<file path="src/rtl/state_word_serializer_pkg.sv">
// Shared types and constants for the AES state-to-word serializer.
package state_word_serializer_pkg;

   localparam int WORD_W = 32;
   localparam int BYTE_W = 8;

   typedef logic [WORD_W-1:0] word_t;

   typedef enum logic {
      SER_IDLE = 1'b0,
      SER_SEND = 1'b1
   } ser_state_e;

   // Word-index width; a single-word block still needs one index bit.
   function automatic int idx_width(input int words);
      return (words > 1) ? $clog2(words) : 1;
   endfunction

endpackage

</file>
<file path="src/rtl/state_word_serializer_select.sv">
// Combinational word picker: column idx of the buffer, or row idx of the 4x4 byte matrix.
module state_word_select
   import state_word_serializer_pkg::*;
#(
   parameter  int SIZE  = 128,
   localparam int WORDS = SIZE / WORD_W,
   localparam int IDX_W = idx_width(WORDS)
) (
   input  logic [SIZE-1:0]  buf_i,
   input  logic [IDX_W-1:0] idx_i,
   input  logic             row_mode_i,
   output word_t            word_o
);

   word_t col_word;

   assign col_word = buf_i[idx_i*WORD_W +: WORD_W];

   generate
      if (SIZE == 128) begin : g_row
         word_t row_word;

         // Byte c of the row word is byte idx of column c.
         for (genvar gi = 0; gi < 4; gi++) begin : g_col
            assign row_word[gi*BYTE_W +: BYTE_W] = buf_i[gi*WORD_W + idx_i*BYTE_W +: BYTE_W];
         end

         assign word_o = row_mode_i ? row_word : col_word;
      end else begin : g_no_row
         logic unused_row_mode;

         assign unused_row_mode = row_mode_i;
         assign word_o          = col_word;
      end
   endgenerate

endmodule

</file>
<file path="src/rtl/state_word_serializer.sv">
// Unpacks one SIZE-bit AES state per handshake into WORDS 32-bit words, column or row order.
module state_word_serializer
   import state_word_serializer_pkg::*;
#(
   parameter  int SIZE  = 128,
   localparam int WORDS = SIZE / WORD_W,
   localparam int IDX_W = idx_width(WORDS)
) (
   input  logic             clk,
   input  logic             rst,
   input  logic             in_valid,
   output logic             in_ready,
   input  logic [SIZE-1:0]  in_block,
   input  logic             in_row_mode,
   output logic             out_valid,
   input  logic             out_ready,
   output word_t            out_word,
   output logic [IDX_W-1:0] out_idx,
   output logic             out_last
);

   localparam logic [IDX_W-1:0] LAST_IDX = IDX_W'(WORDS - 1);
   localparam bit               ROW_OK   = (SIZE == 128);

   ser_state_e       state_q, state_d;
   logic [SIZE-1:0]  buf_q, buf_d;
   logic             row_q, row_d;
   logic [IDX_W-1:0] idx_q, idx_d;
   logic             out_fire;
   logic             accept;

   always_ff @(posedge clk or posedge rst) begin
      if (rst) begin
         state_q <= SER_IDLE;
         buf_q   <= '0;
         row_q   <= 1'b0;
         idx_q   <= '0;
      end else begin
         state_q <= state_d;
         buf_q   <= buf_d;
         row_q   <= row_d;
         idx_q   <= idx_d;
      end
   end

   always_comb begin
      out_valid = (state_q == SER_SEND);
      out_last  = out_valid && (idx_q == LAST_IDX);
      out_fire  = out_valid && out_ready;
      // Ready during the final handshake lets the next block follow with no bubble.
      in_ready  = (state_q == SER_IDLE) || (out_fire && out_last);
      accept    = in_valid && in_ready;

      state_d = state_q;
      buf_d   = buf_q;
      row_d   = row_q;
      idx_d   = idx_q;

      if (accept) begin
         state_d = SER_SEND;
         buf_d   = in_block;
         row_d   = in_row_mode && ROW_OK;
         idx_d   = '0;
      end else if (out_fire) begin
         if (out_last) begin
            state_d = SER_IDLE;
         end else begin
            idx_d = idx_q + 1'b1;
         end
      end
   end

   assign out_idx = idx_q;

   state_word_select #(
      .SIZE(SIZE)
   ) u_select (
      .buf_i      (buf_q),
      .idx_i      (idx_q),
      .row_mode_i (row_q),
      .word_o     (out_word)
   );

endmodule

</file>
<file path="config.mk">
export PLATFORM = sky130hd
export DESIGN_NAME = state_word_serializer
export DESIGN_NICKNAME = d
export VERILOG_FILES = /design/src/rtl/state_word_serializer_pkg.sv /design/src/rtl/state_word_serializer_select.sv /design/src/rtl/state_word_serializer.sv
export SDC_FILE = /design/constraint.sdc
export NUM_CORES = 1
export LEC_CHECK = 0
export CAP_MARGIN = 30
export CORE_MARGIN = 3
export CORE_UTILIZATION = 37
export CTS_BUF_LIST = sky130_fd_sc_hd__clkbuf_4 sky130_fd_sc_hd__clkbuf_8
export CTS_CLUSTER_DIAMETER = 100
export DETAILED_ROUTE_END_ITERATION = 6
export GPL_TIMING_DRIVEN = 0
export MAX_ROUTING_LAYER = met4
export PLACE_DENSITY_LB_ADDON = 0.15
export SLEW_MARGIN = 30
export SYNTH_ARGS = -nofsm -noshare
export SYNTH_HDL_FRONTEND = slang
export SYNTH_SLANG_ARGS = --single-unit
</file>
<file path="constraint.sdc">
create_clock -name clk -period 4.15 [get_ports clk]
set_clock_uncertainty 0.1 [all_clocks]
set_input_delay 0.415 -clock clk [delete_from_list [all_inputs] [get_ports clk]]
set_output_delay 0.415 -clock clk [all_outputs]
set_load 0.02 [all_outputs]
</file>
==> flow_summary.yaml, run 1 <==
outcome:
  outcome: "complete, no violations"
clock_tree:
  tritoncts: "yes"
  cts-resized-gates: 0
  clock_path_buffers: 2
  clkSlewWorstSetupHoldPaths_ps: 70
  cts.htree.levels: 4
  clockRootBuffer: "sky130_fd_sc_hd__clkbuf_8"
  clock-sinks: 132
  cts_hold_buffers: 0
  clock_latency_ps: 450
  tritoncts.num_buffers: 17
  cts.repair_timing.setup_buffer_count: 0
worst_setup_path:
  timing.critical_path.depth: 6
  end_kind: "output port"
  r2r-start: "out_idx[1]"
  cpPeakStageDelay_ps: 680
  crit_arrival_ps: 3100
  worst-endpoint-required_ps: 3630
  critical-path-top-delay-family: "buffers and inverters"
  critical-path-top-cell-by-count: "sky130_fd_sc_hd__buf_4"
  timing.critical_path.slowest_stage_cell: "sky130_fd_sc_hd__clkdlybuf4s50_1"
  worst-path-buf-inv: 4
  critPathKind: "reg -> out"
  ff2ff_setup_slack_ps: 2220
  crit_chain: "buf_4 > clkbuf_1 > nand2_1 > buf_4 > o221ai_1 > clkdlybuf4s50_1"
  r2r-end: "buf_q[67]"
  critical_path.startpoint_type: "register"
  path_max_fanout: 10
  r2r_cells: 6
synthesis:
  ys_warn_count: 0
  synth_area_per_cell_um2: 14.3
  synth_top_cell_area_share: 0.449
  synth_seq_cells: 132
  synth_area_leader_cell: "sky130_fd_sc_hd__dfrtp_1"
  syn-instance-count: 514
  yosysUniqueCellTypes: 31
  yosysSeqAreaShare: 0.449
  syn_area_um2: 7360
  synth_fp_nets: 648
  synth.top_cells.by_area: "sky130_fd_sc_hd__dfrtp_1, sky130_fd_sc_hd__mux2_4, sky130_fd_sc_hd__mux2i_1, sky130_fd_sc_hd__mux2_2, sky130_fd_sc_hd__o221ai_1"
finish:
  final_net_count: 837
  most-common-layout-cells: "sky130_fd_sc_hd__clkdlybuf4s50_1, sky130_fd_sc_hd__dfrtp_1, sky130_fd_sc_hd__mux2_4, sky130_fd_sc_hd__mux2i_1, sky130_fd_sc_hd__mux2_2"
  area_growth_syn_to_layout_pct: 33.3
  drive_gt1_frac: 0.298
  finalNonFillerCells: 975
  post-route-cell-area_um2: 9810
  n_antenna_cell: 0
  final_core_util: 0.512
  final_common_cell: "sky130_fd_sc_hd__clkdlybuf4s50_1"
global_routing:
  grt_pass1_vias: 5529
  antenna_found_initial: 0
  global_route.overflow_total: 0
  grt_usage: 0.217
  grt_first_pass_wirelength_um: 34100
  grt_start_max_net_pins: 84
routing:
  drc: 0
  via_count: 5020
  drt-pass1-iter-count: 4
  antenna_violating_nets_post_route: 0
  route.final.wire_length_um: 22500
  avgRoutedWirePerCell_um: 23.0
  drt-vias-per-instance: 5.15
  dr.first_iter.drc_count: 272
die:
  die_h_um: 147
  die_width_um: 147
  core.rowCount: 50
  starting_density_of_the_core: 0.384
  overall_die_area_um2: 21600
  floorplan.io_pins: 170
  placeableCoreArea_um2: 19100
timing:
  grt_setup_unrepaired: "false"
  worst-slew-pin-transition_ps: 702
  fin_hold_ws_ps: 354
  setup_slack_ps: 536
  hold_viol_final: 0
  setup_violations: 0
  timing.setup.tns_ps: 0
  max_freq_mhz: 277
  drv_slew: 0
  max-slew-margin-rel: 0.532
  final.period_utilization: 0.871
  final_period_minus_worst_setup_slack_ps: 3610
pwr:
  vdd_ir_drop_max_v: 0.000432
  power.leakage_nw: 4.53
  power.net_switching_mw: 3.34
  p_total_mw: 8.46
  power_switching_share: 0.395
  share_clk_of_total_power: 0.130
  p_seq_frac: 0.291
  power.density_cell_area_nw_per_um2: 863
  power.internal_mw: 5.12
  share_of_total_power_in_combinational_logic: 0.579
placement:
  detailedPlace.worstSlack_ps: 1090
  dp.cells: 944
  port-buffer-count: 169
  place.detailed.hpwl_um: 17100
  detailed_place.area_um2: 9410
  place.gp.congestion: 0.877
hold_path:
  worst_min_path_class: "in -> async"
flow_run:
  max_cap_viol_count: 0
==> Yosys cell counts (all sizes together) <==
cell type / n
nand2: 4
o221ai: 32
o211ai: 16
and2: 1
mux2: 145
clkinv: 1
o21ai: 8
nand2b: 19
a211o: 8
buf: 33
or2: 1
a21oi: 1
ha: 1
a21o: 8
clkbuf: 9
a22o: 2
dfrtp: 132
inv: 2
o22ai: 1
a21bo: 1
mux2i: 81
nor2: 8
==> flip-flops by register name, indices dropped and copies added (netlist names) <==
signal	cells
out_valid	1
out_idx	2
row_q	1
buf_q	128
==> power groups by stage <==
| stage | registers [mW] | clock network (mW) | logic [mW] |
|---|---|---|---|
| 2_1_floorplan | 2.29 | 0 | 3.21 |
| 5_1_grt | 2.56 | 1.17 | 5.15 |
| 6_report | 2.46 | 1.10 | 4.90 |
| 3_5_place_dp | 2.47 | 0 | 4.88 |
| 3_3_place_gp | 2.43 | 0 | 4.83 |
| 4_1_cts | 2.46 | 1.12 | 4.90 |
==> metal layers <==
layer / track usage / share of wire / vias up
met5: - / 0 / -
met4: 0.0774 / 0.022 / 0
met3: 0.0386 / 0.048 / 29
met2: 0.327 / 0.47 / 180
met1: 0.297 / 0.46 / 2511
li1: - / - / 2300
==> worst max path at each step <==
stage | from | end | slack (ps)
after floorplan | rst | buf_q[0] | 110
final | out_idx[0] | out_word[20] | 540
after detailed placement | out_idx[0] | out_word[7] | 1090
after global placement | rst | buf_q[40] | -1820
after global routing | out_idx[0] | out_word[7] | 470
after CTS | out_idx[0] | out_word[7] | 570
==> cells by family (layout without fill, tap and decap cells) <==
logic type               Yosys count  count (layout)  synth area share
multiplexers                     226             226             0.383
adder cells (fa/ha/maj)            1               1           0.00170
AND/OR/NAND/NOR                   33              33            0.0250
AO/OA/AOI/OAI                     77              77            0.0837
flip-flops                       132             132             0.449
buffers and inverters             45             246            0.0576
==> area by class of cell <==
class,count,area [um2]
Buffer,42,413
Inverter,3,18.8
Clock inverter,3,40.0
Sequential cell,132,3300
Clock buffer,28,360
Timing Repair Buffer,170,1720
Fill cell,1701,9330
Tap cell,260,325
Multi-Input combinational cell,337,3630
(Power assumes the default switching activity.)
==> run 2: changes to the inputs <==
--- a/config.mk
+++ b/config.mk
@@ -6,6 +6,8 @@
 export NUM_CORES = 1
 export LEC_CHECK = 0
 export CAP_MARGIN = 30
+export CELL_PAD_IN_SITES_DETAIL_PLACEMENT = 0
+export CELL_PAD_IN_SITES_GLOBAL_PLACEMENT = 1
 export CORE_MARGIN = 3
 export CORE_UTILIZATION = 37
 export CTS_BUF_LIST = sky130_fd_sc_hd__clkbuf_4 sky130_fd_sc_hd__clkbuf_8
==> flow_summary.yaml, run 2 (same netlist as run 1, synthesis figures left out) <==
outcome:
  outcome: "complete, no violations"
routing:
  drc: 0
  dr.first_iter.drc_count: 239
  drt-vias-per-instance: 5.09
  antenna_violating_nets_post_route: 0
  via_count: 4972
  drt-pass1-iter-count: 5
  avgRoutedWirePerCell_um: 22.9
  route.final.wire_length_um: 22300
die:
  core.rowCount: 50
  floorplan.io_pins: 170
  placeableCoreArea_um2: 19100
  overall_die_area_um2: 21600
  die_width_um: 147
  die_h_um: 147
  starting_density_of_the_core: 0.384
finish:
  n_antenna_cell: 0
  final_common_cell: "sky130_fd_sc_hd__clkdlybuf4s50_1"
  drive_gt1_frac: 0.299
  most-common-layout-cells: "sky130_fd_sc_hd__clkdlybuf4s50_1, sky130_fd_sc_hd__dfrtp_1, sky130_fd_sc_hd__mux2_4, sky130_fd_sc_hd__mux2i_1, sky130_fd_sc_hd__mux2_2"
  final_net_count: 837
  regMostFlops: "buf_q"
  largest_reg_flops: 128
  area_growth_syn_to_layout_pct: 33.6
clock_tree:
  clock-sinks: 132
  cts.htree.levels: 4
  tritoncts: "yes"
  cts-resized-gates: 0
  clockRootBuffer: "sky130_fd_sc_hd__clkbuf_8"
  cts.repair_timing.setup_buffer_count: 0
  clkSlewWorstSetupHoldPaths_ps: 80
  tritoncts.num_buffers: 17
  cts_hold_buffers: 0
  clock_path_buffers: 2
  clock_latency_ps: 460
worst_setup_path:
  worst-endpoint-required_ps: 3630
  critPathKind: "reg -> out"
  critical_path.startpoint_type: "register"
  end_kind: "output port"
  crit_chain: "buf_4 > clkbuf_1 > nand2_1 > buf_4 > o221ai_1 > clkdlybuf4s50_1"
  critical-path-top-cell-by-count: "sky130_fd_sc_hd__buf_4"
  path_max_fanout: 10
  ff2ff_setup_slack_ps: 2200
  timing.critical_path.slowest_stage_cell: "sky130_fd_sc_hd__clkdlybuf4s50_1"
  cpPeakStageDelay_ps: 690
  critical_path.startpoint: "out_idx[0]"
  worst-path-buf-inv: 4
  critical-path-top-delay-family: "buffers and inverters"
  r2r-start: "out_idx[1]"
  crit_arrival_ps: 3150
timing:
  final_period_minus_worst_setup_slack_ps: 3660
  max-slew-margin-rel: 0.532
  setup_violations: 0
  hold_viol_final: 0
  max_freq_mhz: 273
  grt_setup_unrepaired: "false"
  worst-slew-pin-transition_ps: 701
  setup_slack_ps: 488
  final.period_utilization: 0.882
  timing.setup.tns_ps: 0
  drv_slew: 0
global_routing:
  grt_pass1_vias: 5459
  antenna_found_initial: 0
  grt_start_max_net_pins: 92
  global_route.overflow_total: 0
  grt_usage: 0.216
  grt_first_pass_wirelength_um: 33800
pwr:
  vdd_ir_drop_max_v: 0.000378
  power.density_cell_area_nw_per_um2: 867
  power.leakage_nw: 4.52
placement:
  port-buffer-count: 169
  detailedPlace.worstSlack_ps: 1020
  place.gp.congestion: 0.910
  place.detailed.hpwl_um: 17000
flow_run:
  max_cap_viol_count: 0
hold_path:
  worst_min_path_class: "in -> async"
run 2: cell types whose count changed in the layout (fill, tap and decap cells not counted), sizes merged:
cell      before  now
clkinv         3    4
clkbuf        37   32
clkinvlp       0    3
bufinv         1    3
run 2: path summary, 6_finish.rpt:
check                               end  cells past startpoint
setup reg to reg              buf_q[36]                      6
min in group clk              buf_q[43]                      1
max in group asynchronous     buf_q[67]                      3
hold reg to reg               buf_q[43]                      1
hold / removal                buf_q[92]                      2
setup / recovery           out_word[23]                      6
run 2: metal layers:
metal,up-vias,routed length (um),track usage
met4,0,442,0.0676
met3,31,1230,0.0494
met5,-,0,-
met1,2480,10300,0.290
met2,155,10400,0.328
li1,2306,-,-
run 2: power breakdown:
part,total (mW),switching [mW],internal [mW],leakage [nW]
sequential,2.47,0.531,1.94,1.58
combinational,4.88,2.31,2.57,2.74
clock,1.17,0.521,0.649,0.210
total,8.53,3.36,5.16,4.52
run 2: stage by stage:
| step | hold WS (ps) | instance area (um2) | std cells | total power, mW | util |
|---|---|---|---|---|---|
| after floorplan | 370 | 7360 | 514 | 5.51 | - |
| after global placement | 386 | 9380 | 943 | 7.28 | 0.490 |
| after detailed placement | 388 | 9410 | 944 | 7.35 | 0.492 |
| after CTS | 228 | 9830 | 976 | 8.55 | 0.513 |
| after global routing | 250 | 9830 | 976 | 8.95 | 0.513 |
| final | 229 | 9830 | 976 | 8.53 | 0.513 |
run 2: worst register-to-register path, delay by kind of cell, from the launching register on:
kind            cells  cell delay, ps
mux                 1             340
buf+inv             2             370
simple gates        1              90
compound gates      1             250
fa+ha+maj           1             260
flops               1             430
run 2: area by class of cell:
| class | count | area, um2 |
|---|---|---|
| Sequential cell | 132 | 3300 |
| Fill cell | 1674 | 9310 |
| Tap cell | 260 | 325 |
| Inverter | 3 | 18.8 |
| Multi-Input combinational cell | 337 | 3630 |
| Clock buffer | 23 | 292 |
| Buffer | 42 | 413 |
| Timing Repair Buffer | 170 | 1720 |
| Clock inverter | 9 | 128 |
==> run 3: changes to the inputs <==
--- a/config.mk
+++ b/config.mk
@@ -9,7 +9,7 @@
 export CELL_PAD_IN_SITES_DETAIL_PLACEMENT = 0
 export CELL_PAD_IN_SITES_GLOBAL_PLACEMENT = 1
 export CORE_MARGIN = 3
-export CORE_UTILIZATION = 37
+export CORE_UTILIZATION = 38
 export CTS_BUF_LIST = sky130_fd_sc_hd__clkbuf_4 sky130_fd_sc_hd__clkbuf_8
 export CTS_CLUSTER_DIAMETER = 100
 export DETAILED_ROUTE_END_ITERATION = 6
==> flow_summary.yaml, run 3 (same netlist as run 1, synthesis figures left out) <==
worst_setup_path:
  r2r-start: "out_idx[1]"
  cpPeakStageDelay_ps: 670
  critical-path-top-cell-by-count: "sky130_fd_sc_hd__buf_4"
  ff2ff_setup_slack_ps: 2190
  crit_chain: "buf_4 > clkbuf_1 > nand2_1 > buf_4 > o221ai_1 > clkdlybuf4s50_1"
  timing.critical_path.slowest_stage_cell: "sky130_fd_sc_hd__clkdlybuf4s50_1"
  path_max_fanout: 10
  r2r-end: "buf_q[66]"
  critPathKind: "reg -> out"
  critical_path.startpoint_type: "register"
  crit_arrival_ps: 2990
  r2r_cells: 6
  worst-endpoint-required_ps: 3630
  end_kind: "output port"
routing:
  drt-vias-per-instance: 5.19
  drc: 0
  drt-pass1-iter-count: 4
  via_count: 5054
  route.final.wire_length_um: 22500
  avgRoutedWirePerCell_um: 23.1
  antenna_violating_nets_post_route: 0
  dr.first_iter.drc_count: 285
global_routing:
  antenna_found_initial: 0
  global_route.overflow_total: 0
  grt_start_max_net_pins: 73
  grt_usage: 0.221
  grt_pass1_vias: 5541
  grt_first_pass_wirelength_um: 34200
clock_tree:
  clock-sinks: 132
  clockRootBuffer: "sky130_fd_sc_hd__clkbuf_8"
  cts.htree.levels: 4
  tritoncts: "yes"
  cts-resized-gates: 0
  cts_hold_buffers: 0
  tritoncts.num_buffers: 17
  clock_path_buffers: 2
  clkSlewWorstSetupHoldPaths_ps: 70
  clock_latency_ps: 440
  cts.repair_timing.setup_buffer_count: 0
die:
  floorplan.io_pins: 170
  overall_die_area_um2: 21100
  starting_density_of_the_core: 0.389
  die_width_um: 145
  die_h_um: 145
  core.rowCount: 50
  placeableCoreArea_um2: 18900
pwr:
  vdd_ir_drop_max_v: 0.000372
  power.leakage_nw: 4.51
  power.density_cell_area_nw_per_um2: 860
  p_total_mw: 8.41
timing:
  grt_setup_unrepaired: "false"
  hold_viol_final: 0
  final.period_utilization: 0.844
  setup_slack_ps: 646
  drv_slew: 0
  final_period_minus_worst_setup_slack_ps: 3500
  worst-slew-pin-transition_ps: 706
  max-slew-margin-rel: 0.530
  fin_hold_ws_ps: 339
  setup_violations: 0
  max_freq_mhz: 285
finish:
  largest_reg_flops: 128
  multi_input_comb_area_um2: 3630
  area_growth_syn_to_layout_pct: 33.0
  finalNonFillerCells: 974
  seqCellArea_um2: 3300
  final_core_util: 0.518
  regMostFlops: "buf_q"
  n_antenna_cell: 0
  final_net_count: 837
  filler_cell_count: 1648
  final_common_cell: "sky130_fd_sc_hd__clkdlybuf4s50_1"
  most-common-layout-cells: "sky130_fd_sc_hd__clkdlybuf4s50_1, sky130_fd_sc_hd__dfrtp_1, sky130_fd_sc_hd__mux2_4, sky130_fd_sc_hd__mux2i_1, sky130_fd_sc_hd__mux2_2"
  drive_gt1_frac: 0.297
placement:
  place.detailed.hpwl_um: 17100
  port-buffer-count: 169
  place.gp.congestion: 0.847
  detailedPlace.worstSlack_ps: 1100
  dp.cells: 944
outcome:
  outcome: "complete, no violations"
flow_run:
  max_cap_viol_count: 0
hold_path:
  worst_min_path_class: "in -> async"
-- run 3: power breakdown --
part           internal [mW]  switching [mW]  total (mW)
combinational           2.57            2.32        4.89
sequential              1.94           0.512        2.46
clock                  0.563           0.502        1.06
total                   5.08            3.33        8.41
-- run 3: routing by layer --
metal | part of all wire | track usage
met4 | 0.013 | 0.0541
met2 | 0.49 | 0.346
met3 | 0.055 | 0.0400
met5 | 0 | -
met1 | 0.45 | 0.300
-- run 3: metrics by stage --
stage | setup TNS (ps) | area (um2)
6_report | 0 | 9780
5_1_grt | 0 | 9780
4_1_cts | 0 | 9780
3_5_place_dp | 0 | 9410
3_3_place_gp | -238590 | 9380
2_1_floorplan | 0 | 7360
-- run 3: how the worst max path moves through the flow --
stage,from,to,slack (ps),cells after the start
floorplan,rst,buf_q[0],110,1
global placement,rst,buf_q[44],-1820,2
detailed placement,out_idx[0],out_word[7],1100,6
CTS,out_idx[0],out_word[7],600,6
global route,out_idx[0],out_word[20],480,6
finish,out_idx[0],out_word[7],650,6
-- run 3: layout make-up --
type	instances	area share
Inverter	3	0.00192
Buffer	42	0.0422
Tap cell	260	0.0332
Multi-Input combinational cell	337	0.371
Timing Repair Buffer	170	0.176
Clock inverter	4	0.00486
Sequential cell	132	0.338
Clock buffer	26	0.0334
-- run 3: worst max-delay path, delay by kind of cell, from the launching register on --
| family | cells | cell delay [ps] |
|---|---|---|
| buffers and inverters | 4 | 1530 |
| DFF | 1 | 370 |
| and+or+nand+nor | 1 | 340 |
| AOI/OAI and AO/OA | 1 | 290 |
